`config.mk`:
```
export PLATFORM = sky130hd
export DESIGN_NAME = instr_mem_loader_flat
export DESIGN_NICKNAME = d
export VERILOG_FILES = /design/src/rtl/instr_mem_loader_pkg.sv /design/src/rtl/instr_mem_loader_if.sv /design/src/rtl/instr_mem_loader_packer.sv /design/src/rtl/instr_mem_loader.sv /design/src/flat_wrapper.sv
export SDC_FILE = /design/constraint.sdc
export NUM_CORES = 1
export LEC_CHECK = 0
export BUFFER_PORTS_ARGS = -buffer_cell sky130_fd_sc_hd__buf_2
export CORE_MARGIN = 2
export CORE_UTILIZATION = 40
export DETAILED_ROUTE_END_ITERATION = 8
export PLACE_DENSITY_LB_ADDON = 0.15
export SLEW_MARGIN = 25
export SYNTH_ARGS = -nofsm -noshare
export SYNTH_HDL_FRONTEND = slang
export SYNTH_SLANG_ARGS = --single-unit
```
`constraint.sdc`:
```
create_clock -name clk -period 3.6 [get_ports clk]
set_input_delay 0.36 -clock clk [delete_from_list [all_inputs] [get_ports clk]]
set_output_delay 0.36 -clock clk [all_outputs]
set_load 0.02 [all_outputs]
```
`src/rtl/instr_mem_loader_pkg.sv`:
```
// Shared types for the instruction-memory loader.
// State encoding and bus widths used by loader, packer and bench.
package instr_load_pkg;

    localparam int WORD_W = 32;
    localparam int BYTE_W = 8;
    localparam int LEN_W  = 16;

    typedef enum logic [2:0] {
        S_IDLE,
        S_LEN_HI,
        S_LEN_LO,
        S_DATA,
        S_DONE
    } state_t;

endpackage

```
`src/rtl/instr_mem_loader_if.sv`:
```
// Byte-stream valid/ready channel feeding the loader.
// master drives bytes, slave returns in_ready.
interface instr_mem_loader_if;
    import instr_load_pkg::*;

    logic [BYTE_W-1:0] in_data;
    logic              in_valid;
    logic              in_ready;

    modport master (
        output in_data,
        output in_valid,
        input  in_ready
    );

    modport slave (
        input  in_data,
        input  in_valid,
        output in_ready
    );

endinterface

```
`src/rtl/instr_mem_loader_packer.sv`:
```
// Big-endian byte-to-word assembler: 3-byte shift reg plus 2-bit count.
// The finished word and its valid strobe appear the cycle after byte 4.
module byte_to_word_packer
    import instr_load_pkg::*;
(
    input  logic              clk,
    input  logic              rst_n,
    input  logic              i_clear,
    input  logic              i_byte_en,
    input  logic [BYTE_W-1:0] i_byte,
    output logic              o_last_byte,
    output logic              o_word_valid,
    output logic [WORD_W-1:0] o_word
);

    logic [1:0]               r_cnt;
    logic [WORD_W-BYTE_W-1:0] r_shift;
    logic [WORD_W-1:0]        r_word;
    logic                     r_valid;

    assign o_last_byte  = (r_cnt == 2'd3);
    assign o_word_valid = r_valid;
    assign o_word       = r_word;

    always_ff @(posedge clk or negedge rst_n) begin
        if (!rst_n) begin
            r_cnt   <= '0;
            r_shift <= '0;
            r_word  <= '0;
            r_valid <= 1'b0;
        end else begin
            r_valid <= 1'b0;
            if (i_clear) begin
                r_cnt   <= '0;
                r_shift <= '0;
            end else if (i_byte_en) begin
                r_cnt <= r_cnt + 2'd1;
                if (r_cnt == 2'd3) begin
                    r_word  <= {r_shift, i_byte};
                    r_valid <= 1'b1;
                end else begin
                    r_shift <= {r_shift[WORD_W-2*BYTE_W-1:0], i_byte};
                end
            end
        end
    end

endmodule

```
`src/rtl/instr_mem_loader.sv`:
```
// Streams a length-prefixed program into instruction memory from BASE_WORD,
// holding the CPU in reset for the duration of the load.
module instr_mem_loader
    import instr_load_pkg::*;
#(
    parameter int DEPTH     = 128,
    parameter int ADDR_W    = 7,
    parameter int BASE_WORD = 1
) (
    input  logic              clk,
    input  logic              rst_n,
    input  logic              start,
    instr_mem_loader_if.slave s_in,
    output logic              wr_en,
    output logic [ADDR_W-1:0] wr_addr,
    output logic [WORD_W-1:0] wr_data,
    output logic              cpu_hold,
    output logic              done,
    output logic              err
);

    localparam logic [LEN_W-1:0]  MAX_LEN = LEN_W'(DEPTH - BASE_WORD);
    localparam logic [ADDR_W-1:0] BASE    = ADDR_W'(BASE_WORD);
    localparam logic [ADDR_W-1:0] ONE     = ADDR_W'(1);

    state_t             r_state;
    state_t             w_next;
    logic [BYTE_W-1:0]  r_len_hi;
    logic [ADDR_W-1:0]  r_nwords;
    logic [ADDR_W-1:0]  r_wcnt;
    logic [ADDR_W-1:0]  r_wr_addr;
    logic               r_err;
    logic               r_done;

    logic [LEN_W-1:0]   w_len;
    logic               w_ovf;
    logic               w_zero;
    logic               w_accept;
    logic               w_start_ok;
    logic               w_byte_en;
    logic               w_last_byte;
    logic               w_word_end;
    logic               w_last_word;
    logic               w_word_valid;
    logic [WORD_W-1:0]  w_word;

    assign w_len       = {r_len_hi, s_in.in_data};
    assign w_ovf       = (w_len > MAX_LEN);
    assign w_zero      = (w_len == '0);
    assign w_accept    = s_in.in_valid & s_in.in_ready;
    assign w_start_ok  = start && (r_state == S_IDLE);
    assign w_byte_en   = w_accept && (r_state == S_DATA);
    assign w_word_end  = w_byte_en & w_last_byte;
    // Length is range-checked before DATA, so the low bits hold N exactly.
    assign w_last_word = (r_wcnt == (r_nwords - ONE));

    byte_to_word_packer u_packer (
        .clk          (clk),
        .rst_n        (rst_n),
        .i_clear      (w_start_ok),
        .i_byte_en    (w_byte_en),
        .i_byte       (s_in.in_data),
        .o_last_byte  (w_last_byte),
        .o_word_valid (w_word_valid),
        .o_word       (w_word)
    );

    always_ff @(posedge clk or negedge rst_n) begin
        if (!rst_n) begin
            r_state <= S_IDLE;
        end else begin
            r_state <= w_next;
        end
    end

    always_comb begin
        w_next        = r_state;
        s_in.in_ready = 1'b0;
        cpu_hold      = 1'b0;
        unique case (r_state)
            S_IDLE: begin
                if (start) w_next = S_LEN_HI;
            end
            S_LEN_HI: begin
                s_in.in_ready = 1'b1;
                cpu_hold      = 1'b1;
                if (s_in.in_valid) w_next = S_LEN_LO;
            end
            S_LEN_LO: begin
                s_in.in_ready = 1'b1;
                cpu_hold      = 1'b1;
                if (s_in.in_valid) begin
                    w_next = (w_zero || w_ovf) ? S_DONE : S_DATA;
                end
            end
            S_DATA: begin
                s_in.in_ready = 1'b1;
                cpu_hold      = 1'b1;
                if (w_word_end && w_last_word) w_next = S_DONE;
            end
            S_DONE: begin
                cpu_hold = 1'b1;
                w_next   = S_IDLE;
            end
            default: w_next = S_IDLE;
        endcase
    end

    always_ff @(posedge clk or negedge rst_n) begin
        if (!rst_n) begin
            r_len_hi  <= '0;
            r_nwords  <= '0;
            r_wcnt    <= '0;
            r_wr_addr <= '0;
            r_err     <= 1'b0;
            r_done    <= 1'b0;
        end else begin
            r_done <= (r_state == S_DONE);
            if (w_start_ok) begin
                r_err  <= 1'b0;
                r_wcnt <= '0;
            end
            if (w_accept && (r_state == S_LEN_HI)) begin
                r_len_hi <= s_in.in_data;
            end
            if (w_accept && (r_state == S_LEN_LO)) begin
                r_nwords <= w_len[ADDR_W-1:0];
                if (w_ovf) r_err <= 1'b1;
            end
            if (w_word_end) begin
                r_wr_addr <= BASE + r_wcnt;
                r_wcnt    <= r_wcnt + ONE;
            end
        end
    end

    assign wr_en   = w_word_valid;
    assign wr_data = w_word;
    assign wr_addr = r_wr_addr;
    assign done    = r_done;
    assign err     = r_err;

endmodule

```
`src/flat_wrapper.sv`:
```
// flat-port wrapper written by rule: the top's interface ports become plain ports
module instr_mem_loader_flat import instr_load_pkg::*;
#(
    parameter int DEPTH     = 128,
    parameter int ADDR_W    = 7,
    parameter int BASE_WORD = 1
)
  (clk, rst_n, start, wr_en, wr_addr, wr_data, cpu_hold, done, err, s_in_in_data, s_in_in_valid, s_in_in_ready);
  instr_mem_loader_if s_in_i ();
  input  logic clk;
  input  logic rst_n;
  input  logic start;
  output logic wr_en;
  output logic [ADDR_W-1:0] wr_addr;
  output logic [WORD_W-1:0] wr_data;
  output logic cpu_hold;
  output logic done;
  output logic err;
  input wire logic [$bits(s_in_i.in_data)-1:0] s_in_in_data;
  input wire logic [$bits(s_in_i.in_valid)-1:0] s_in_in_valid;
  output wire logic [$bits(s_in_i.in_ready)-1:0] s_in_in_ready;
  assign s_in_i.in_data = s_in_in_data;
  assign s_in_i.in_valid = s_in_in_valid;
  assign s_in_in_ready = s_in_i.in_ready;
  instr_mem_loader #(.DEPTH(DEPTH), .ADDR_W(ADDR_W), .BASE_WORD(BASE_WORD)) u_core (.clk(clk), .rst_n(rst_n), .start(start), .s_in(s_in_i), .wr_en(wr_en), .wr_addr(wr_addr), .wr_data(wr_data), .cpu_hold(cpu_hold), .done(done), .err(err));
endmodule
```
* After elaboration in Yosys (flattened, before gate mapping)
Index checks and enable logic that the tools add are counted.
Word-level totals: word-level logic and storage cells 65, bits of input ports 12, output and inout port bits 44, flip-flop bits (word level) 93
Operators by class: $add $sub $neg 3, bitwise logic cells 3, equal/unequal tests 11, muxes and demuxes 21, order comparisons 1, reductions and logical operators 15
Operator list (count):
- 24-bit two-way mux | 3
- 16-bit by 7-bit > comparator with 1-bit output (second input constant) | 1
- 16-bit zero test | 1
- 3-bit two-way mux | 5
- 7-bit two-way mux | 2
- 3-bit case mux with 4 select lines | 1
- 2-bit inequality test (second input constant) | 5
- 1-bit two-way mux | 8
- 1-bit by 7-bit adder with 7-bit output (first input constant) | 1
- 7-bit equality test | 1
- 7-bit by 1-bit subtractor with 7-bit output (second input constant) | 1
- 3-bit by 2-bit equality test with 1-bit output (second input constant) | 2
- 1-bit logical AND | 5
- 2-bit two-way mux | 2
- 4-bit AND reduction | 1
- 2-bit nonzero test | 2
- 4-bit OR reduction | 1
- 3-bit by 1-bit equality test with 1-bit output (second input constant) | 1
- 3-bit equality test (second input constant) | 1
- 3-bit zero test | 1
- 3-bit AND reduction | 1
- 3-bit OR reduction | 1
- 2-bit by 1-bit adder with 2-bit output (second input constant) | 1
- 1-bit bitwise AND | 2
- other kinds (4) | 4

* Longest topological paths before layout
Gate-level depths: netlist of run 1.
depth in word-level cells 9, gate-level depth with buffers 9, depth with buffers taken out 7

* By module
Synthesis of run 1 repeated with hierarchy kept, for this count alone.
Second synthesis, totals: cell total of the unflattened synthesis 344, area, all modules 4141.5 µm²
Modules (own cells, without submodules):
- byte_to_word_packer | sequential area each 1476.4 µm², times used 1, cells an instance 184, area an instance 2436.1 µm²
- instr_mem_loader | sequential area each 850.8 µm², times used 1, cells an instance 160, area an instance 1705.4 µm²

* Least setup slack after synthesis of run 1
Ideal clock, no wire load.
kind register -> register, from register u_core.r_nwords[0], to register u_core.r_state[0], path slack 1.834 ns, arrival 1.665 ns, period minus slack after synthesis 1.766 ns, path buffers 0, cell stages (with the launch flop) 8, setup time 0.101 ns, required time 3.499 ns, cell sequence dfrtp_1 -> inv_1 -> ha_1 -> nand2b_4 -> or4b_4 -> nand4b_2 -> a2111oi_4 -> nor4_1
Between the ends: longest elaborated chain between the ends 5
RTL lines:
- start: declaration | RTL line instr_mem_loader.sv:29 | logic [ADDR_W-1:0] r_nwords;
- start signal: assignment | RTL line instr_mem_loader.sv:127 | r_nwords <= w_len[ADDR_W-1:0];
- 7-bit by 1-bit subtractor with 7-bit output | RTL line instr_mem_loader.sv:55 | assign w_last_word = (r_wcnt == (r_nwords - ONE));
- 7-bit equality test | RTL line instr_mem_loader.sv:55
- 1-bit logical AND | RTL line instr_mem_loader.sv:99 | if (w_word_end && w_last_word) w_next = S_DONE;
- 2-bit inequality test (no line)
- 4-bit AND reduction (no line)
- end signal: assignment | RTL line instr_mem_loader.sv:72 | r_state <= w_next;
- end: declaration | RTL line instr_mem_loader.sv:26 | state_t r_state;
No other way between the ends. A chain may end at the register's enable or synchronous reset.

* Worst setup path after layout of run 1
from register u_core.r_state[2], to register u_core.r_state[1]
Between the ends: longest elaborated chain between the ends 9, elaborated cells between the ends (all ways) 16, classes of those cells eq/ne (7); mux (2); bitwise (2); reduce/logical (5)
RTL lines:
- 3-bit by 2-bit equality test with 1-bit output, or another cell as far along | RTL line instr_mem_loader.sv:80 | unique case (r_state)
- 3-bit OR reduction (no line)
- 1-bit two-way mux | RTL line instr_mem_loader.sv:80
- 1-bit bitwise AND | RTL line instr_mem_loader.sv:50 | assign w_accept = s_in.in_valid & s_in.in_ready;
- 1-bit logical AND | RTL line instr_mem_loader.sv:52 | assign w_byte_en = w_accept && (r_state == S_DATA);
- 1-bit bitwise AND | RTL line instr_mem_loader.sv:53 | assign w_word_end = w_byte_en & w_last_byte;
- 1-bit logical AND | RTL line instr_mem_loader.sv:99
- 2-bit inequality test (no line)
- 4-bit AND reduction (no line)
Several ways; a longest one is shown, not always the timed one.

==> results of run 1 <==
## area by class of cell
class,count,area (µm²),share of cell area (%)
multi-input combinational,287,1570,34.1
clock inverter,7,58.8,1.28
clock buffer,9,124,2.69
timing repair buffer,61,323,7.01
tap,133,166,3.62
sequential,93,2330,50.6
inverter,8,35.0,0.761
## critical path: cells and delay by family, from the launching register on
| family | cells | cell delay, ns |
|---|---|---|
| simple gates | 3 | 0.74 |
| buf+inv | 1 | 0.23 |
| flops | 1 | 0.54 |
| compound gates | 2 | 0.41 |
## through the flow
stage	util [%]	cells
finish	47.1	598
global route	47.1	598
CTS	47.1	598
detailed placement	45.2	582
global placement	45.2	582
floorplan	-	409
## routing by layer
metal	up-vias	part of all wire [%]	global-route usage [%]	wire length [µm]
met3	12	3.1	2.69	263
met2	54	45	25.4	3790
met1	1454	51	23.6	4290
met4	0	1.6	6.37	133
li1	1457	-	-	-
met5	-	0	0	0
## final timing paths
kind                                                       start                                 endpoint  slack (ns)
min in group clk                                 s_in_in_data[7]   u_core.u_packer.r_shift[7]$_DFFE_PN0P_        0.27
setup / recovery                   u_core.r_state[2]$_DFFE_PN0P_            u_core.r_state[1]$_DFFE_PN0P_        1.53
max in group asynchronous                                  rst_n   u_core.u_packer.r_shift[0]$_DFFE_PN0P_        2.85
hold / removal                                             rst_n  u_core.u_packer.r_shift[20]$_DFFE_PN0P_        0.02
setup reg to reg                   u_core.r_state[2]$_DFFE_PN0P_            u_core.r_state[1]$_DFFE_PN0P_        1.53
hold reg to reg            u_core.u_packer.o_word[8]$_DFFE_PN0P_    u_core.u_packer.o_word[8]$_DFFE_PN0P_        0.47
## layout by cell type (no fill, tap or decap), types with 2 or more instances in the layout
cell	count
sky130_fd_sc_hd__a21o_1	3
sky130_fd_sc_hd__a21oi_1	29
sky130_fd_sc_hd__a22o_1	2
sky130_fd_sc_hd__a31o_2	2
sky130_fd_sc_hd__a31oi_1	2
sky130_fd_sc_hd__and2_1	3
sky130_fd_sc_hd__buf_2	54
sky130_fd_sc_hd__buf_4	7
sky130_fd_sc_hd__clkbuf_8	9
sky130_fd_sc_hd__clkinv_4	3
sky130_fd_sc_hd__dfrtp_1	93
sky130_fd_sc_hd__ha_1	3
sky130_fd_sc_hd__inv_1	7
sky130_fd_sc_hd__inv_6	2
sky130_fd_sc_hd__mux2_2	13
sky130_fd_sc_hd__nand2_1	148
sky130_fd_sc_hd__nand2b_1	2
sky130_fd_sc_hd__nand3_1	15
sky130_fd_sc_hd__nand3b_1	2
sky130_fd_sc_hd__nor2_1	10
sky130_fd_sc_hd__nor3_1	4
sky130_fd_sc_hd__nor4_1	3
sky130_fd_sc_hd__nor4b_4	2
sky130_fd_sc_hd__o21ai_0	17
sky130_fd_sc_hd__o31ai_1	3
sky130_fd_sc_hd__or3_1	2
sky130_fd_sc_hd__xnor2_1	5
sky130_fd_sc_hd__xor2_1	6
## state kept, by name, summed over array words and instances, names as in the netlist
signal,count
u_core.u_packer.o_word,32
u_core.u_packer.r_shift,24
u_core.r_len_hi,8
u_core.r_nwords,7
u_core.r_wcnt,7
u_core.wr_addr,7
u_core.r_state,3
u_core.u_packer.r_cnt,2
u_core.done,1
u_core.err,1
u_core.u_packer.o_word_valid,1
## report_power, final
group / internal [mW] / switching, mW
clock: 0.262 / 0.404
combinational: 0.275 / 0.368
sequential: 1.20 / 0.146
total: 1.73 / 0.918
## kinds of logic after synthesis
| logic type | count (synthesis) | synth area share [%] |
|---|---|---|
| simple gates | 199 | 22.6 |
| flops | 93 | 57.7 |
| compound gates | 61 | 9.12 |
| buf+inv | 29 | 3.60 |
| mux | 13 | 3.63 |
| xor+xnor | 11 | 2.39 |
| fa+ha+maj | 3 | 0.931 |
==> summary by stage, run 1 <==
Yosys
Ranked by total cell area, the synthesized netlist is headed by sky130_fd_sc_hd__dfrtp_1, sky130_fd_sc_hd__nand2_1, sky130_fd_sc_hd__mux2_2. Counting every net in the synthesized netlist gives 424. For this run, asynchronously set or reset flops after synthesis account for 100%. The synthesized instance count is 409. The most frequently used flop master after synthesis is sky130_fd_sc_hd__dfrtp_1. By count the netlist is led by sky130_fd_sc_hd__nand2_1, sky130_fd_sc_hd__dfrtp_1, sky130_fd_sc_hd__a21oi_1. The count of different cell masters after synthesis is 40. The area share of the leading cell type in the synthesized netlist is 57.7%.

The average instance area after synthesis is 9.86 µm². The netlist area before placement is 4030 µm². The Yosys step of the flow raised 0 warnings. The synthesized flop and latch total is 93.

The number of synthesized flops with an enable pin is 0. The synthesized design spends more area on one cell type than any other, namely sky130_fd_sc_hd__dfrtp_1. sky130_fd_sc_hd__nand2_1 is the most common cell in the netlist. Of the synthesized area, sequential elements account for 57.7%.

STA
The max-slew violation count was 0. The hold violation total from the final report is 0. Hold is met by 0.0159 ns. The number of endpoints failing setup at the final stage is 0. Setup repair after global routing left no endpoint under its margin.

Across all setup checks in the final design, the least slack found is 1.53 ns. In this run the tightest slew margin relative to its limit is 35.0%. The final critical-path share of the clock period is 57.4%. For the pin with the worst max-slew slack, the measured transition is 0.975 ns. The clock tree skew after final layout is 0.0144 ns.

For this run, the top clock speed supported by timing is 0.484 GHz. The clock period minus final worst setup slack is 2.07 ns. The total negative slack is 0 ns.

Routing
The routed layout has 2977 vias. Dividing the detail-routed wire length by the instance count gives 14.2 µm. The residual DRC count is 0.

The final antenna-violating net count is 0. For this run, the detailed router's first-pass iteration total came to 5. The violation count after the first detailed-routing iteration is 179. The total wirelength of the detailed-routed design is 8.48 mm. The detail-routed via count per cell is 4.98.

Setup path
For the worst setup path, the data required time is 3.83 ns. STA classifies the critical path startpoint as a flip-flop. The worst setup path is captured at a flip-flop. For this design, the slowest cell found on the critical path is sky130_fd_sc_hd__dfrtp_1.

The endpoint arrival time on the critical path is 2.30 ns. The signal on the critical path passes through nand4b_4, or2_2, clkinv_4, nand4_4, a2111oi_4, o31ai_1. The cell depth of the worst flop-to-flop path is 6. The largest stage delay on the critical path is 0.54 ns.

Along the worst path, the maximum fanout reaches 40. The worst setup path is of the flip-flop to flip-flop kind.

Layout
The final instance area is 4600 µm². The number of antenna diodes is 0. The number of filler cells placed in the layout is 1007.

The share of layout cells above drive strength 1 is 21.9%. The final layout net count is 475. Relative to the synthesized area, the layout overhead comes to 14.1%.

Placement
Summed over all nets, the half-perimeter wirelength after detailed placement is 5.51 mm. During placement, the flow inserted port buffers numbering 55. The placed cell area is 4420 µm².

At the end of routability-driven placement, the weighted congestion stood at 0.778. The pre-CTS worst setup slack is 1.53 ns.

Flow run
The max-cap violation count is 0.

Clock network
The maximum buffer depth of the clock tree is 2. The root buffer cell is sky130_fd_sc_hd__clkbuf_8. The later pin in the worst-skew pair is clocked with a latency of 0.37 ns. Post-CTS repair changed the size of 0 cells. The H-tree level count is 3. The count of clock tree sinks is 93. Clock-pin slew was measured on the worst setup and hold paths at 0.11 ns. The number of CTS-inserted buffers is 9. The number of setup buffers added after CTS is 0. The CTS tree is done. The number of buffers inserted for hold repair after clock tree synthesis is 0.

Floorplanning
The floorplan step defined a die boundary enclosing 10900 µm². The floorplan core area is 9770 µm². The starting utilization of the core area is 41.3%.

Measured along the y axis, the die boundary spans 104 µm. The number of core rows is 36. In this run the horizontal extent of the chip is 104 µm. For this design the top-level I/O count stands at 56.

Outcome
The run finished with clean final reports.

Global route
The maximum number of pins on one net before global-route repair is 52. The initial antenna violation count is 0. The first-pass GRT wire length is 14.6 mm.

The total congestion overflow after global routing is 0. The number of global-route vias before repair was 2945. The all-layer global routing usage is 16.6%.

Pwr
VDD sags by at most 0.325 mV. The design draws 2.65 mW. The leakage power of the design is 2.36 nW. The cell area power density is 576 nW/µm².

Worst hold path
The worst hold path belongs to the class primary input to asynchronous set/reset pin.
No activity file was read; power rests on OpenSTA's default activity.
==> inputs of run 2 (changes only) <==
==> constraint.sdc (replaced) <==
create_clock -name clk -period 1.7 [get_ports clk]
set_input_delay 0.17 -clock clk [delete_from_list [all_inputs] [get_ports clk]]
set_output_delay 0.17 -clock clk [all_outputs]
set_load 0.02 [all_outputs]
==> run 2 against run 1 <==
  * The flow now finishes with violations (negative setup slack)
  * Highest routed layer unchanged
  * Critical path depth fell by 1
  * Global-route usage decreased by 0.26 points
  * Count of clock-buffer cells in the layout increased by 1
  * Worst setup slack lost 1.5 ns
  * Routed wire length rose by 0.35%
  * Power is 130% higher
==> summary by stage, run 2 (synthesis results as in run 1) <==
Outcome
The run finished, with violations left. The checks that failed: negative setup slack.

Floorplanning
56 I/O pins were placed. The die is 104 µm tall. In this run the horizontal extent of the chip is 104 µm. Once the floorplan was initialized, standard cells occupied 41.3% of the core. The number of core rows is 36. The floorplan step defined a die boundary enclosing 10900 µm². The floorplan core area is 9770 µm².

Layout
The top cell types in the final layout, fill and taps aside, are sky130_fd_sc_hd__nand2_1, sky130_fd_sc_hd__dfrtp_1, sky130_fd_sc_hd__buf_2. The number of antenna diodes is 0. Of the cells placed in the final design, the portion with a size suffix greater than 1 is 27.3%.

Compared with the post-synthesis result, the final layout area differs by 21.0%. The library cell used most frequently in the layout, excluding fill and tap cells, is sky130_fd_sc_hd__nand2_1. At the end of the flow the core is filled with cells to 49.9%. Once layout is done, the placed cells without fillers occupy 4880 µm². The flip-flop count of the largest register after layout is 32. At the end of the flow, the number of nets in the layout was 501. The finished layout holds 624 standard cells, fillers aside.

STA
The maximum clock rate is 0.584 GHz. In the finished design, the share of the clock period the worst path needs comes to 101%. Setup repair after global routing could not meet its margin everywhere.

For the pin with the worst max-slew slack, the measured transition is 0.387 ns. The hold violation total from the final report is 0. The max-slew violation count came to 0.

The worst hold slack after final layout is 0.0796 ns. Setup slack on the critical path of the routed design comes to -0.0111 ns. The worst slew slack as a fraction of its limit is 74.2%. Setup violations remaining at the end of the flow were counted as 1. Subtracting the final worst setup slack from the clock period gives 1.71 ns. The clock arrives with 0.0103 ns of skew.

Clock network
The maximum buffer depth of the clock tree is 2. After clock tree synthesis, the clock-pin slew on the worst setup and hold paths is 0.10 ns. The root buffer cell is sky130_fd_sc_hd__clkbuf_8. The H-tree was split into 3 levels. The CTS tree is done. Counting every sink on the clock net gives 93. The number of clock buffers added by TritonCTS is 9. The clock reaches the later pin of the worst-skew pair after 0.36 ns.

Routing
The detail-routed via count per cell is 4.84. The routed layout has 3019 vias. The total wirelength of the detailed-routed design is 8.51 mm. In this run, the number of DRC markers left after iteration 0 of detailed routing was 80.

Once detail routing completed, the nets flagged for antenna violations numbered 0. After detailed routing, the average wire length per cell comes to 13.6 µm. For this run, design rule violations remaining after detail routing come to 0.

The first detailed-routing pass ran for 4 iterations.

Setup path
The setup path with the least slack is of type flip-flop to output port. The worst setup path is captured at an output port. Of all nets on the critical path, the largest fanout is 5. The largest stage delay on the critical path is 0.46 ns.

The worst-path cell with the longest stage delay is sky130_fd_sc_hd__dfrtp_1. STA classifies the critical path startpoint as a flip-flop. Walking the worst path, the cells encountered are buf_4, nor2_1, buf_4, xnor2_1, buf_2. The most frequent cell on the critical path is sky130_fd_sc_hd__buf_4. The required time at the worst-slack endpoint is 1.53 ns.

The endpoint arrival time on the critical path is 1.54 ns.

Global route
The number of global-route vias before repair is 2875. The first global-routing pass estimated 14.4 mm of wire. The maximum number of pins on one net before global-route repair is 52.

Summed over all layers, the global routing overflow is 0. The all-layer global routing usage is 16.3%. The initial antenna violation count was 0.

Worst hold path
In this run the worst hold path is classified as primary input to flip-flop.

Placement
The routability-driven placement congestion ratio is 0.753. The pre-CTS worst setup slack is -0.0974 ns. The post-detailed-placement half-perimeter wirelength is 5.80 mm. The placed instance count is 604. The count of input and output buffers is 55.

The placed cell area is 4610 µm².

Pwr
The leakage power of the design is 2.50 nW. The cell area power density is 1240 nW/µm². The peak ir drop on the vdd network is 0.554 mV.

Flow run
The max-cap violation count is 0.
[run 2: final timing paths]
path                                                        from                                endpoint  slack [ns]  depth (start not counted)
setup / recovery                   u_core.r_state[0]$_DFFE_PN0P_                                cpu_hold       -0.01                          5
hold / removal                                   s_in_in_data[7]  u_core.u_packer.r_shift[7]$_DFFE_PN0P_        0.08                          3
setup reg to reg                  u_core.r_nwords[0]$_DFFE_PN0P_           u_core.r_state[1]$_DFFE_PN0P_           0                          7
hold reg to reg            u_core.u_packer.o_word[2]$_DFFE_PN0P_   u_core.u_packer.o_word[2]$_DFFE_PN0P_        0.47                          2
max in group asynchronous                                  rst_n          u_core.r_len_hi[1]$_DFFE_PN0P_        0.76                          3
min in group asynchronous                                  rst_n           u_core.wr_addr[2]$_DFFE_PN0P_        0.25                          2
[run 2: power breakdown]
part | switching (mW) | internal, mW | total [mW]
logic | 0.895 | 0.853 | 1.75
clock network | 0.808 | 0.694 | 1.50
registers | 0.260 | 2.53 | 2.79
total | 1.96 | 4.08 | 6.04
[run 2: critical path: cells and delay by family, from the launching register on]
kind,cells,cell delay [ns]
DFF,1,0.46
buffers and inverters,3,0.51
xor gates and xnor gates,1,0.10
and+or+nand+nor,1,0.13
[run 2: per-layer routing]
| layer | routed length [µm] | global-route usage (%) |
|---|---|---|
| met3 | 283 | 3.38 |
| met1 | 4310 | 23.7 |
| met2 | 3790 | 24.6 |
| met5 | 0 | 0 |
| met4 | 118 | 4.73 |
[run 2: timing repair]
item / CTS / global route
endpoints found under the setup margin: 9 / 9
endpoints found under the hold margin: 20 / 0
pin swaps: 2 / 2
setup buffers: 1 / 2
cloned: 0 / 0
hold buffers: 1 / 0
resized for setup: 3 / 7
[run 2: final cells by class]
class | count | area, µm²
clock inverter | 6 | 71.3
inverter | 8 | 35.0
multi-input combinational | 287 | 1610
sequential | 93 | 2330
fill | 938 | 4890
tap | 133 | 166
timing repair buffer | 87 | 541
clock buffer | 10 | 128
[run 2: stage by stage]
step	power, mW	TNS (ns)
floorplan	3.89	0
finish	6.04	-0.0111
CTS	6.04	-0.0893
global route	6.41	-0.393
global placement	4.47	-0.0824
detailed placement	4.50	-0.483
==> inputs of run 3 (changes only) <==
--- a/config.mk
+++ b/config.mk
@@ -9,6 +9,7 @@
 export CORE_MARGIN = 2
 export CORE_UTILIZATION = 40
 export DETAILED_ROUTE_END_ITERATION = 8
+export GPL_TIMING_DRIVEN = 0
 export PLACE_DENSITY_LB_ADDON = 0.15
 export SLEW_MARGIN = 25
 export SYNTH_ARGS = -nofsm -noshare
==> run 3 against run 2 <==
  * The flow still finishes with violations (negative setup slack)
  * Utilization increased by 0.76 points
  * Worst setup slack got worse by 0.092 ns
  * Count of clock-buffer cells in the layout decreased by 1
==> summary by stage, run 3 (synthesis results as in run 1) <==
Setup path
STA classifies the critical path endpoint as a flip-flop. The worst setup path category is flip-flop to flip-flop. In this run the critical register-to-register path is launched from u_core.r_nwords[0]$_DFFE_PN0P_. At the worst endpoint, the required time is 1.96 ns. The cell depth of the worst flop-to-flop path is 7. The endpoint arrival time on the critical path is 2.06 ns. The kind of launch point of the worst setup path is a flip-flop. The setup slack of the most critical reg-to-reg path is -0.10 ns. In this run the worst path has a maximum fanout of 4.

The reg-to-reg critical path endpoint is u_core.r_state[0]$_DFFE_PN0P_.

Layout
The number of antenna diodes is 0. Cells with a size suffix above 1 make up 30.5% of the layout. The final layout net count is 509.

Cells fill 50.7% of the core in the end. The library cells used most frequently in the layout, excluding fill and tap cells, are sky130_fd_sc_hd__nand2_1, sky130_fd_sc_hd__dfrtp_1, sky130_fd_sc_hd__buf_2. From synthesis to final layout, the design area changed by 22.9%. Leaving out fill and tap cells, the most frequent cell in the layout is sky130_fd_sc_hd__nand2_1. The flip-flop count of the largest register after layout is 32.

Floorplanning
The starting utilization of the core area is 41.3%. In this run the standard cell core region covers 9770 µm². The die covers 10900 µm². The number of core rows is 36.

During I/O placement, the number of pins put on the boundary was 56. The floorplan step set the die height to 104 µm. Measured along the x axis, the die boundary spans 104 µm.

STA
The routed design could run at a clock period as short as 1.80 ns. The max-slew violation count is 0. For the pin with the worst max-slew slack, the measured transition is 0.419 ns.

The worst slew slack as a fraction of its limit is 72.1%. The least setup slack across all paths after layout is -0.103 ns. The number of endpoints failing setup at the final stage is 3. For this run, the top clock speed supported by timing is 0.555 GHz. The final critical-path share of the clock period is 106%. Setup repair after global routing could not meet its margin everywhere. Clock skew on the completed layout was measured at 0.0145 ns. The hold violation total from the final report was 0.

Clock network
The clock reaches the later pin of the worst-skew pair after 0.36 ns. The maximum buffer depth of the clock tree is 2. The CTS tree is done. Counting every sink on the clock net gives 93. The tree is rooted in a sky130_fd_sc_hd__clkbuf_8.

The clock slew seen by the registers of the worst setup and hold paths is 0.10 ns. Clock tree synthesis inserted a total of 9 buffers. The clock tree synthesis step divided the H-tree into 3 levels.

Placement
Input and output buffers added on the ports amount to 55. The routability-driven placement congestion ratio is 0.788. The post-detailed-placement half-perimeter wirelength is 6.22 mm. The pre-CTS worst setup slack is -0.412 ns.

Routing
Once detail routing completed, the nets flagged for antenna violations numbered 0. After detailed routing, the average wire length per cell comes to 14.4 µm. Detailed routing inserted a total of 3141 vias. The total wirelength of the detailed-routed design is 9.12 mm.

The first routing iteration left 71 violations. Using the TritonRoute via totals, the vias-per-cell ratio works out to 4.97. In the routed design, unresolved DRC markers number 0.

The number of optimization iterations in the first detailed-route pass is 4.

Global route
The total congestion overflow after global routing is 0. Global routing used 17.5% of the available tracks. The initial antenna violation count is 0. Entering global routing, the biggest net connects 60 pins.

The number of global-route vias before repair is 3009. The first-pass GRT wire length is 15.3 mm.

Pwr
Summed over all cells, the static leakage comes to 2.53 nW. The sequential share of power is 46.7%. The combinational cell fraction of total power is 29.7%. After layout, the design draws a total of 6.01 mW.

In this run switching power makes up 34.1% of total power. The internal power of the cells is 3.96 mW. Dividing total power by cell area gives a power density of 1210 nW/µm².

In this run, the clock network consumes 23.5% of the power. In this run the power spent charging and discharging nets is 2.05 mW. The peak ir drop on the vdd network is 0.647 mV.

Outcome
The run finished, with violations left. The final reports fail on negative setup slack.

Worst hold path
The worst hold path begins at s_in_in_data[7]. The worst hold path belongs to the class primary input to flip-flop. Along the worst hold path, the cell count comes to 3. The end point of the most critical hold path is u_core.u_packer.o_word[7]$_DFFE_PN0P_.

Flow run
The max-cap violation count is 0.
run 3: per-stage QoR:
stage                     hold WS, ns  instance area, µm²  setup TNS, ns  instances
after global placement          0.446                4490         -50.78        597
after global routing           0.0677                4950         -0.566        632
after floorplan                -0.126                4050              0        409
final                          0.0805                4950         -0.222        632
after detailed placement       0.0910                4520         -10.09        598
after CTS                      0.0688                4890         -0.187        630
run 3: critical path: stages (launching register included):
cell                        delay [ns]
sky130_fd_sc_hd__dfrtp_1          0.42
sky130_fd_sc_hd__inv_2            0.09
sky130_fd_sc_hd__ha_4             0.16
sky130_fd_sc_hd__nand2b_4         0.07
sky130_fd_sc_hd__or4b_4           0.52
sky130_fd_sc_hd__nand4b_4         0.11
sky130_fd_sc_hd__a2111oi_4        0.06
sky130_fd_sc_hd__nor4_2           0.28
run 3: worst max-delay path by stage:
stage	startpoint	end	slack [ns]	cells after the start
detailed placement	u_core.r_state[2]$_DFFE_PN0P_	u_core.r_wcnt[4]$_DFFE_PN0P_	-0.41	5
global route	u_core.r_nwords[0]$_DFFE_PN0P_	u_core.r_state[1]$_DFFE_PN0P_	-0.21	7
floorplan	u_core.r_nwords[1]$_DFFE_PN0P_	u_core.r_state[0]$_DFFE_PN0P_	0.006	7
global placement	rst_n	u_core.u_packer.o_word[6]$_DFFE_PN0P_	-0.46	1
finish	u_core.r_nwords[0]$_DFFE_PN0P_	u_core.r_state[0]$_DFFE_PN0P_	-0.10	7
CTS	u_core.r_nwords[0]$_DFFE_PN0P_	u_core.r_state[0]$_DFFE_PN0P_	-0.09	7
run 3: what timing repair did:
| action | in CTS | in global routing |
|---|---|---|
| pin swaps | 8 | 2 |
| buffers inserted | 15 | 3 |
| hold endpoints to repair | 34 | 0 |
| hold buffers | 1 | 0 |
| cloned | 0 | 0 |
| resized for setup | 20 | 24 |
| endpoints found under the setup margin | 70 | 55 |
run 3: final cells by class:
| type | instances | area (µm²) |
|---|---|---|
| inverters | 8 | 35.0 |
| fillers | 950 | 4820 |
| clock inverters | 7 | 62.6 |
| repair buffers | 75 | 457 |
| well taps | 133 | 166 |
| plain buffers | 20 | 131 |
| clock buffers | 9 | 124 |
| multi-input cells | 287 | 1650 |
| flip-flops and latches | 93 | 2330 |
run 3: power by group through the flow:
stage / sequential, mW / combinational (mW) / clock (mW)
finish: 2.81 / 1.79 / 1.42
global placement: 2.83 / 1.41 / 0
detailed placement: 2.85 / 1.45 / 0
floorplan: 2.79 / 1.09 / 0
global route: 2.85 / 1.96 / 1.58
CTS: 2.81 / 1.74 / 1.47
run 3: metal layers:
layer  GRT usage [%]  routed length [µm]  up-vias
met3            3.26                 366        9
met4            5.41                 102        0
li1                -                   -     1521
met2            26.9                4290       70
met1            25.2                4370     1541
met5               0                   0        -
